==> src/rtl/lamp_fader.sv <==
// rtl/lamp_fader.sv - PWM lamp driver with timed linear soft-start/soft-stop ramps
// Optional LAMP_FADER_GAMMA_EN: squared-level PWM duty (pwm_out latency 2 clk).
module lamp_fader #(
    parameter int PWM_BITS     = 8,
    parameter int TICK_DIV     = 50000,
    parameter int FADE_STEP_MS = 4
) (
    input  logic                clk,
    input  logic                rst,
    input  logic                lamp_req,
    input  logic                instant,
    output logic                pwm_out,
    output logic [PWM_BITS-1:0] level,
    output logic                fading,
    output logic                at_full
);
    localparam int PRE_W = (TICK_DIV > 1) ? $clog2(TICK_DIV) : 1;
    localparam int STP_W = (FADE_STEP_MS > 1) ? $clog2(FADE_STEP_MS) : 1;
    localparam logic [PRE_W-1:0]    PRE_LAST = PRE_W'(TICK_DIV - 1);
    localparam logic [STP_W-1:0]    STP_LAST = STP_W'(FADE_STEP_MS - 1);
    localparam logic [PWM_BITS-1:0] MAX      = '1;
    localparam logic [PWM_BITS-1:0] ONE      = PWM_BITS'(1);

    typedef enum logic [1:0] {OFF, RAMP_UP, ON, RAMP_DOWN} state_t;

    state_t              state;
    logic [PRE_W-1:0]    pre_cnt;
    logic [STP_W-1:0]    step_cnt;
    logic [PWM_BITS-1:0] pwm_cnt;
    logic                ms_tick;
    logic                step_tick;

    assign ms_tick   = (pre_cnt == PRE_LAST);
    assign step_tick = ms_tick && (step_cnt == STP_LAST);
    assign fading    = (state == RAMP_UP) || (state == RAMP_DOWN);
    assign at_full   = (state == ON);

    // Tick counters free-run; every state change clears them so a ramp's first step is a full period away.
    always_ff @(posedge clk or negedge rst) begin
        if (!rst) begin
            state    <= OFF;
            level    <= '0;
            pre_cnt  <= '0;
            step_cnt <= '0;
        end else begin
            if (ms_tick) begin
                pre_cnt  <= '0;
                step_cnt <= step_tick ? '0 : step_cnt + 1'b1;
            end else begin
                pre_cnt  <= pre_cnt + 1'b1;
            end
            case (state)
                OFF: begin
                    if (lamp_req) begin
                        pre_cnt  <= '0;
                        step_cnt <= '0;
                        if (instant) begin
                            state <= ON;
                            level <= MAX;
                        end else begin
                            state <= RAMP_UP;
                        end
                    end
                end
                ON: begin
                    if (!lamp_req) begin
                        pre_cnt  <= '0;
                        step_cnt <= '0;
                        if (instant) begin
                            state <= OFF;
                            level <= '0;
                        end else begin
                            state <= RAMP_DOWN;
                        end
                    end
                end
                RAMP_UP: begin
                    if (instant || !lamp_req || (step_tick && level >= MAX - 1'b1)) begin
                        pre_cnt  <= '0;
                        step_cnt <= '0;
                    end
                    if (instant) begin
                        state <= lamp_req ? ON : OFF;
                        level <= lamp_req ? MAX : '0;
                    end else if (!lamp_req) begin
                        state <= RAMP_DOWN;
                    end else if (step_tick) begin
                        if (level >= MAX - 1'b1) begin
                            state <= ON;
                            level <= MAX;
                        end else begin
                            level <= level + 1'b1;
                        end
                    end
                end
                default: begin
                    if (instant || lamp_req || (step_tick && level <= ONE)) begin
                        pre_cnt  <= '0;
                        step_cnt <= '0;
                    end
                    if (instant) begin
                        state <= lamp_req ? ON : OFF;
                        level <= lamp_req ? MAX : '0;
                    end else if (lamp_req) begin
                        state <= RAMP_UP;
                    end else if (step_tick) begin
                        if (level <= ONE) begin
                            state <= OFF;
                            level <= '0;
                        end else begin
                            level <= level - 1'b1;
                        end
                    end
                end
            endcase
        end
    end

`ifdef LAMP_FADER_GAMMA_EN
    logic [2*PWM_BITS-1:0] level_w;
    logic [PWM_BITS-1:0]   duty_q;
    logic                  full_q;

    assign level_w = {{PWM_BITS{1'b0}}, level};

    always_ff @(posedge clk or negedge rst) begin
        if (!rst) begin
            pwm_cnt <= '0;
            duty_q  <= '0;
            full_q  <= 1'b0;
            pwm_out <= 1'b0;
        end else begin
            pwm_cnt <= pwm_cnt + 1'b1;
            duty_q  <= PWM_BITS'((level_w * level_w) >> PWM_BITS);
            full_q  <= (level == MAX);
            pwm_out <= full_q || (pwm_cnt < duty_q);
        end
    end
`else
    always_ff @(posedge clk or negedge rst) begin
        if (!rst) begin
            pwm_cnt <= '0;
            pwm_out <= 1'b0;
        end else begin
            pwm_cnt <= pwm_cnt + 1'b1;
            pwm_out <= (level == MAX) || (pwm_cnt < level);
        end
    end
`endif
endmodule

==> config.mk <==
export PLATFORM = sky130hd
export DESIGN_NAME = lamp_fader
export DESIGN_NICKNAME = d
export VERILOG_FILES = /design/src/rtl/lamp_fader.sv
export SDC_FILE = /design/constraint.sdc
export NUM_CORES = 1
export LEC_CHECK = 0
export CORE_MARGIN = 8
export CORE_UTILIZATION = 60
export DETAILED_ROUTE_END_ITERATION = 10
export GPL_TIMING_DRIVEN = 0
export PLACE_DENSITY = 0.86
export SYNTH_ARGS = -nofsm -noshare
export SYNTH_HDL_FRONTEND = slang
export SYNTH_SLANG_ARGS = --single-unit
==> constraint.sdc <==
create_clock -name clk -period 3.75 [get_ports clk]
set_input_delay 1.125 -clock clk [delete_from_list [all_inputs] [get_ports clk]]
set_output_delay 1.125 -clock clk [all_outputs]
set_load 0.1 [all_outputs]
Yosys cells after proc, flatten, opt, wreduce, memory -nomap -nowiden
Index checks and enable logic that the tools add are counted.
{ "classes": {"div": 0, "n_eq_ne": 15, "n_shift": 0, "add_sub_neg": 5, "reduce_logical": 16, "n_mul": 0, "n_mux": 41, "n_lt_le_gt_ge": 3, "n_bitwise": 0} }
{ "op_table": {"columns": ["op", "count"], "rows": [
  ["$mux W8", 13],
  ["$mux W16", 5],
  ["$pmux W16 S3", 1],
  ["$mux W2", 19],
  ["$pmux W8 S3", 1],
  ["$add A16 B1 Y16 const B", 1],
  ["$add A8 B1 Y8 const B", 2],
  ["$eq A16 B16 Y1 const B", 1],
  ["$pmux W2 S3", 2],
  ["$reduce_bool A5 Y1", 2],
  ["$eq A8 B8 Y1 const B", 1],
  ["$ge A8 B8 Y1 const B", 1],
  ["$le A8 B1 Y1 const B", 1],
  ["$lt A8 B8 Y1", 1],
  ["$ne A2 B2 Y1 const B", 4],
  ["$reduce_and A8 Y1", 1],
  ["$sub A8 B1 Y8 const B", 1],
  ["$eq A2 B2 Y1 const B", 3],
  ["$logic_or A1 B1 Y1", 6],
  ["$ne A3 B3 Y1 const B", 2],
  ["$reduce_and A6 Y1", 1],
  ["$ne A4 B3 Y1 const B", 1],
  ["$ne A4 B4 Y1 const B", 1],
  ["$logic_and A1 B1 Y1", 3],
  ["other kinds (6)", 6]
]} }
{ "totals": {"out_inout_bits": 11, "n_memories": 0, "regBits": 37, "word_cells": 86, "rom_bits": 0, "input_bits": 4, "mem_bits_rw": 0, "latchBits": 0} }

Depth between registers and ports, before layout
Gate-level depths: netlist of the first run.
{ "depth": {"word_depth": 6, "ltp_mapped": 9, "depth_no_buf": 7} }

Worst setup path before layout of the first run
Ideal clock, no wire load.
{ "synth_timing": {"kind": "register to register", "start": "register level[0]", "end": "register state[0]", "setup_ps": 128, "path_buffers": 0, "t_arrival_ps": 2720, "stages_incl_launch_ff": 8, "path_slack_ps": 903, "path_cell_list": "dfrtp_1 -> inv_1 -> ha_1 -> nor2_1 -> nor4_4 -> o41ai_1 -> a311oi_2 -> mux2_1"} }
{ "synth_via": {"elab_chain_cells": 3, "word_cells_on_any_way": 5, "classes_between": "order compare (2); eq/ne (1); reduce/logical (2)"} }
{ "synth_lines": {"columns": ["element", "line", "text"], "rows": [
  ["start: declaration", "13", "output logic [PWM_BITS-1:0] level,"],
  ["start signal: assignment", "84", "level <= lamp_req ? MAX : '0;"],
  ["start signal: assignment", "92", "level <= level + 1'b1;"],
  ["start signal: assignment", "103", "level <= lamp_req ? MAX : '0;"],
  ["$ge A8 B8 Y1 / $le A8 B1 Y1 (equally long branches)", "88, 107", null],
  ["$ne A4 B3 Y1 (no line) / $reduce_bool A5 Y1 (equally long branches)", null, null],
  ["$reduce_and A6 Y1 (no line) *", null, null],
  ["end signal: assignment", "83", "state <= lamp_req ? ON : OFF;"],
  ["end signal: assignment", "102", "state <= lamp_req ? ON : OFF;"],
  ["end: declaration", "26", "state_t state;"]
]} }
Every way passes the cells marked *; elsewhere a longest branch is shown, timed or not.
A chain may end at the register's enable or synchronous reset.

Worst setup path in the final report of the first run
{ "layout_timing": {"start": "register state[1]", "end": "output port fading"} }
{ "layout_via": {"elab_chain_cells": 2, "word_cells_on_any_way": 3, "classes_between": "eq/ne (2); reduce/logical (1)"} }
{ "layout_lines": {"columns": ["element", "line", "text"], "rows": [
  ["$eq A2 B1 Y1 / $eq A2 B2 Y1 (equally long branches)", "35", "assign fading = (state == RAMP_UP) || (state == RAMP_DOWN);"],
  ["$logic_or A1 B1 Y1 *", "35", null],
  ["end: declaration", "14", "output logic fading,"]
]} }
Marked as above.

==> results.toml, run 1 <==
[setup_path]
crit_type = "reg -> out"
critPathArrivalTime_ps = 2470
path_cells = "inv_1, ha_1, clkbuf_1, or2_2, dlygate4sd2_1"
startpoint_type = "register"
cp_max_fo = 10
cp.required_ps = 2620
worst_setup_path_end_kind = "output pin"
cpPeakStageDelay_ps = 860
critical-path-slowest-cell = "dlygate4sd2_1"

[synth]
avgSynthCellArea_um2 = 8.801
synth_cell_types = 56
synth_top_cell_by_area = "dfrtp_1"
synth_area_leaders = "dfrtp_1 36%, ha_1 8.7%, nor2_1 4.9%"
syn-num-nets = 317
ys_async_sr_fraction = 1.000
synth-seq-cells = 37
synth_edf_count = 0
ys_warn_count = 0
netlist.area_leader.share = 0.3566
syn-cell-area_um2 = 2596
seq_area_frac_synth = 0.3566
ys.flop_type = "dfrtp_1"
synth_cells = 295

[placed_design]
io_buffers = 13
placedCellCount = 360
place_congestion = 0.9095
hpwl_um = 4149

[sta]
min_period_over_period = 0.9594
skew_ps = 6.072
min_period_ps = 3598
hold_violations = 0
timing.fmax_mhz = 278.0
rsz0062_at_grt = "no"
setup_viol_count_final = 0
relSlewSlack = 0.3514
slew_viol_final = 0
fin_tns_setup_ps = 0
tightest_slew_ps = 969.9

[route]
drt_wl_total_um = 5790
drt_iter0_drc = 175
drcViolationCount = 0
routedWlPerCell_um = 15.73
firstDrtPassIters = 5
vias_per_cell = 6.125
drtAntennaViolNets = 0
num_vias = 2254

[run]
drv_cap = 0

[floorplan]
rows = 24
die_x_um = 81.78
fp.dieH_um = 81.78
core_um2 = 4264
dieArea_um2 = 6688
io_pins = 15
initial_core_util = 0.6089

[pwr]
ir_worst_vdd_mv = 0.7092
total_power_mw = 2.366
comb_power_share = 0.611
power.internal_mw = 1.096
seq_power_share = 0.239
p_sw_frac = 0.5368
clock_power_share = 0.151
p_per_area_nw_per_um2 = 815.7
power_leakage_nw = 1.226
netSwitchingPower_mw = 1.270

[global_route]
grt_max_degree = 38
antenna_found_initial = 0
grt_overflow = 0
grt_pass1_wl_um = 10050
grt_pass1_vias = 2200
grt_util_all_layers = 0.1894

[clock_network]
cts_max_path_buffers = 2
cts_made_buffers = 5
htreeDepth = 2
cts.sink_count = 37
clk-insertion-delay-late_ps = 290
cts_root_buf = "clkbuf_8"
cts_tree = "yes"
clk_pin_slew_worst_paths_ps = 80

[layout]
finalNonFillerCells = 368
layout.cells.most_common = "dfrtp_1"
drive_gt1_frac = 0.06013
final_cell_mix = "37 x dfrtp_1, 34 x nor2_1, 18 x ha_1"
final_nets = 337
antenna_cells = 0
utilization = 0.6802
areaGrowthSynthToFinish_pct = 11.71

[min_path]
hold_path_class = "reg -> reg"

[status]
status = "finished clean"
[metal layers]
| metal | wire length (um) | track usage | vias up | share of wire |
|---|---|---|---|---|
| met3 | 316 | 0.04048 | 13 | 0.055 |
| met5 | 0 | 0 | - | 0 |
| met1 | 2642 | 0.2410 | 1063 | 0.46 |
| met2 | 2756 | 0.3125 | 86 | 0.48 |
| li1 | - | - | 1092 | - |
| met4 | 74 | 0.06140 | 0 | 0.013 |
[flip-flops by register name, indices dropped and copies added (netlist names)]
register / flops
level: 8
pre_cnt: 16
pwm_cnt: 8
pwm_out: 1
state: 2
step_cnt: 2
[worst max-delay path: cells and delay by family, from the launching register on]
kind,cells,cell delay [ps]
adders and majority gates,1,220
and+or+nand+nor,1,220
buffers and inverters,3,1330
DFF,1,410
[kinds of logic (layout without fill, tap and decap cells)]
logic type                 Yosys count  after routing  share of synthesized area
and+or+nand+nor                    114            114                     0.2357
buffers and inverters               34             55                    0.05253
adders and majority gates           18             18                    0.08675
muxes                                5              5                    0.02024
AOI/OAI and AO/OA                   63             63                     0.1672
xor gates and xnor gates            24             24                    0.08096
DFF                                 37             37                     0.3566
[metrics by stage]
step / cell area, um2 / hold slack, ps / setup slack, ps
after floorplan: 2596 / 446.3 / 902.8
after global placement: 2791 / 467.4 / 236.9
after detailed placement: 2786 / 471.9 / 200.2
after CTS: 2900 / 487.4 / 147.2
after global routing: 2900 / 501.9 / 33.15
final: 2900 / 482.6 / 152.4
[cell type report]
cell class	instances	area, um2
Tap cell	52	65.06
Multi-Input combinational cell	224	1534
Sequential cell	37	925.9
Fill cell	342	1364
Buffer	18	76.32
Clock buffer	5	68.82
Timing Repair Buffer	13	123.9
Inverter	16	60.06
Clock inverter	3	46.29
[timing repair]
item / in CTS / in global routing
resized for setup: 1 / 0
setup endpoints to repair: 1 / 0
hold buffers: 0 / 0
setup buffers: 0 / 0
[final timing paths]
check	startpoint	endpoint	slack, ps	depth (start not counted)
min in group asynchronous	rst	level[6]$_DFFE_PN0P_	910	1
hold reg to reg	pwm_cnt[7]$_DFF_PN0_	pwm_cnt[7]$_DFF_PN0_	480	1
setup / recovery	state[1]$_DFFE_PN0P_	fading	150	5
setup reg to reg	pre_cnt[0]$_DFF_PN0_	level[2]$_DFFE_PN0P_	1030	9
hold / removal	pwm_cnt[7]$_DFF_PN0_	pwm_cnt[7]$_DFF_PN0_	480	1
max in group asynchronous	rst	pre_cnt[10]$_DFF_PN0_	2320	1
[power by group through the flow]
stage                     Combinational (mW)  Clock, mW  Sequential [mW]
after floorplan                        0.810          0            0.867
after global placement                  1.41          0            0.568
after detailed placement                1.43          0            0.569
after CTS                               1.43      0.363            0.562
after global routing                    1.56      0.381            0.578
final                                   1.44      0.357            0.564
[cell usage after synthesis, drive strengths merged, types with 2 or more instances]
cell	instances
dfrtp	37
nor2	34
o21ai	19
ha	18
clkbuf	16
inv	16
nand2	16
nand3	16
xnor2	13
a21oi	11
xor2	11
a31oi	9
nand4	8
and3	5
nor3	5
and4	4
nor2b	4
and2	3
mux2i	3
nand2b	3
nor4	3
or2	3
a211oi	2
a22oi	2
buf	2
mux2	2
nand3b	2
o221ai	2
o311ai	2
o31ai	2
o41ai	2
(Power assumes the default switching activity.)
==> run 2, diff against run 1 <==
--- a/config.mk
+++ b/config.mk
@@ -10,6 +10,8 @@
 export DETAILED_ROUTE_END_ITERATION = 10
 export GPL_TIMING_DRIVEN = 0
 export PLACE_DENSITY = 0.86
+export REMOVE_ABC_BUFFERS = 1
+export SLEW_MARGIN = 15
 export SYNTH_ARGS = -nofsm -noshare
 export SYNTH_HDL_FRONTEND = slang
 export SYNTH_SLANG_ARGS = --single-unit
==> run 2 against run 1 <==
Final cell count fell by 4.1%. Worst hold slack improved by 3.0 ps. Core utilization fell by 0.85 points. Wire length fell by 3.6%. Global-route usage rose by 0.11 points. Largest power group unchanged.
==> results.toml, run 2 (synthesized netlist as in run 1, its figures left out) <==
[placed_design]
place_congestion = 0.8951
hpwl_um = 4006
io_buffers = 14

[floorplan]
initial_core_util = 0.6089
io_pins = 15
rows = 24
dieArea_um2 = 6688
core_um2 = 4264
die_x_um = 81.78
fp.dieH_um = 81.78

[min_path]
hold_path_class = "reg -> reg"
hold_depth = 1
holdCritStartpoint = "pwm_cnt[0]$_DFF_PN0_"
hold_path_end = "pwm_cnt[0]$_DFF_PN0_"

[clock_network]
cts_made_buffers = 5
cts_tree = "yes"
cts_root_buf = "clkbuf_8"
cts_max_path_buffers = 2
clk_pin_slew_worst_paths_ps = 70
postCtsSetupBuffers = 0
clk-insertion-delay-late_ps = 290
htreeDepth = 2
cts.sink_count = 37

[route]
vias_per_cell = 6.204
drt_iter0_drc = 118
routedWlPerCell_um = 15.81
drcViolationCount = 0
drt_wl_total_um = 5580
drtAntennaViolNets = 0
firstDrtPassIters = 4
num_vias = 2190

[layout]
antenna_cells = 0
final_nets = 322
largest_register_ffs = 16
largest-register = "pre_cnt"
areaGrowthSynthToFinish_pct = 10.31
layout.cells.most_common = "dfrtp_1"
fillerInstances = 337
reg_top3 = "pre_cnt x16, level x8, pwm_cnt x8"
utilization = 0.6717
multi_input_area_um2 = 1534
ff_latch_area_um2 = 925.9
drive_gt1_frac = 0.05980
final_cell_mix = "37 x dfrtp_1, 34 x nor2_1, 18 x ha_1"

[pwr]
power_leakage_nw = 1.228
ir_worst_vdd_mv = 0.6034
p_per_area_nw_per_um2 = 815.1
total_power_mw = 2.334

[setup_path]
r2r_setup_slack_ps = 1330
regToRegEndpoint = "state[0]$_DFFE_PN0P_"
path_cells = "inv_1, ha_1, clkdlybuf4s50_1"
worst-path-buf-inv = 2
worstReg2RegStart = "level[0]$_DFFE_PN0P_"
critical-path-slowest-cell = "clkdlybuf4s50_1"
cpPeakStageDelay_ps = 1180
critPathArrivalTime_ps = 2280
cp.required_ps = 2620
cp_top_family = "buffers and inverters"
startpoint_type = "register"
crit_type = "reg -> out"
r2r_cells = 7
worst_setup_path_end_kind = "output pin"
cp_max_fo = 7

[sta]
relSlewSlack = 0.3426
hold_violations = 0
rsz0062_at_grt = "no"
min_period_ps = 3409
setup_viol_count_final = 0
min_period_over_period = 0.9090
skew_ps = 7.161
tightest_slew_ps = 983.0
slew_viol_final = 0
timing.fmax_mhz = 293.4

[run]
drv_cap = 0

[status]
status = "finished clean"

[global_route]
grt_pass1_vias = 2191
grt_overflow = 0
antenna_found_initial = 0
grt_max_degree = 33
grt_pass1_wl_um = 10070
grt_util_all_layers = 0.1905
[run 2: cell types whose count changed in the layout (fill, tap and decap cells not counted)]
cell,delta
buf_12,+1
buf_6,-1
clkbuf_1,-15
clkbuf_8,+1
clkdlybuf4s50_1,+1
clkinv_4,-1
clkinvlp_4,-1
dlygate4sd2_1,-1
dlymetal6s2s_1,+1
[run 2: where the power goes]
| group | internal [mW] | switching, mW | total (mW) |
|---|---|---|---|
| registers | 0.468 | 0.141 | 0.610 |
| logic | 0.413 | 0.959 | 1.37 |
| clock network | 0.217 | 0.136 | 0.352 |
[run 2: routing by layer]
| layer | vias to the layer above | wire length [um] | global-route usage |
|---|---|---|---|
| met1 | 1035 | 2413 | 0.2297 |
| li1 | 1067 | - | - |
| met2 | 74 | 2737 | 0.3165 |
| met3 | 14 | 303 | 0.04923 |
| met4 | 0 | 126 | 0.07719 |
| met5 | - | 0 | 0 |
[run 2: cell type report]
type,count,area share
clock inverters,1,0.01048
well taps,52,0.02272
clock buffers,7,0.03014
multi-input cells,224,0.5356
repair buffers,16,0.05679
inverters,16,0.02097
flip-flops and latches,37,0.3233
[run 2: how the worst max path moves through the flow]
stage | start | end | slack (ps) | cells after the start
floorplan | level[0]$_DFFE_PN0P_ | state[0]$_DFFE_PN0P_ | 900 | 7
finish | state[0]$_DFFE_PN0P_ | at_full | 340 | 3
global placement | lamp_req | level[2]$_DFFE_PN0P_ | 160 | 5
global route | state[0]$_DFFE_PN0P_ | fading | 270 | 3
CTS | state[0]$_DFFE_PN0P_ | fading | 30 | 3
detailed placement | lamp_req | level[3]$_DFFE_PN0P_ | -10 | 5
[run 2: stage by stage]
| step | TNS [ps] | std cells | area (um2) | setup slack (ps) | hold WS, ps |
|---|---|---|---|---|---|
| floorplan | 0 | 277 | 2520 | 899.7 | 446.3 |
| global placement | 0 | 343 | 2725 | 164.8 | 468.7 |
| detailed placement | -14.14 | 344 | 2740 | -14.14 | 478.3 |
| CTS | 0 | 352 | 2856 | 28.87 | 488.2 |
| global route | 0 | 353 | 2864 | 271.9 | 515.8 |
| finish | 0 | 353 | 2864 | 341.3 | 485.5 |
[run 2: timing repair]
item,4_1_cts,5_1_grt
endpoints found under the setup margin,0,1
hold buffers,0,0
gates resized for setup,0,1
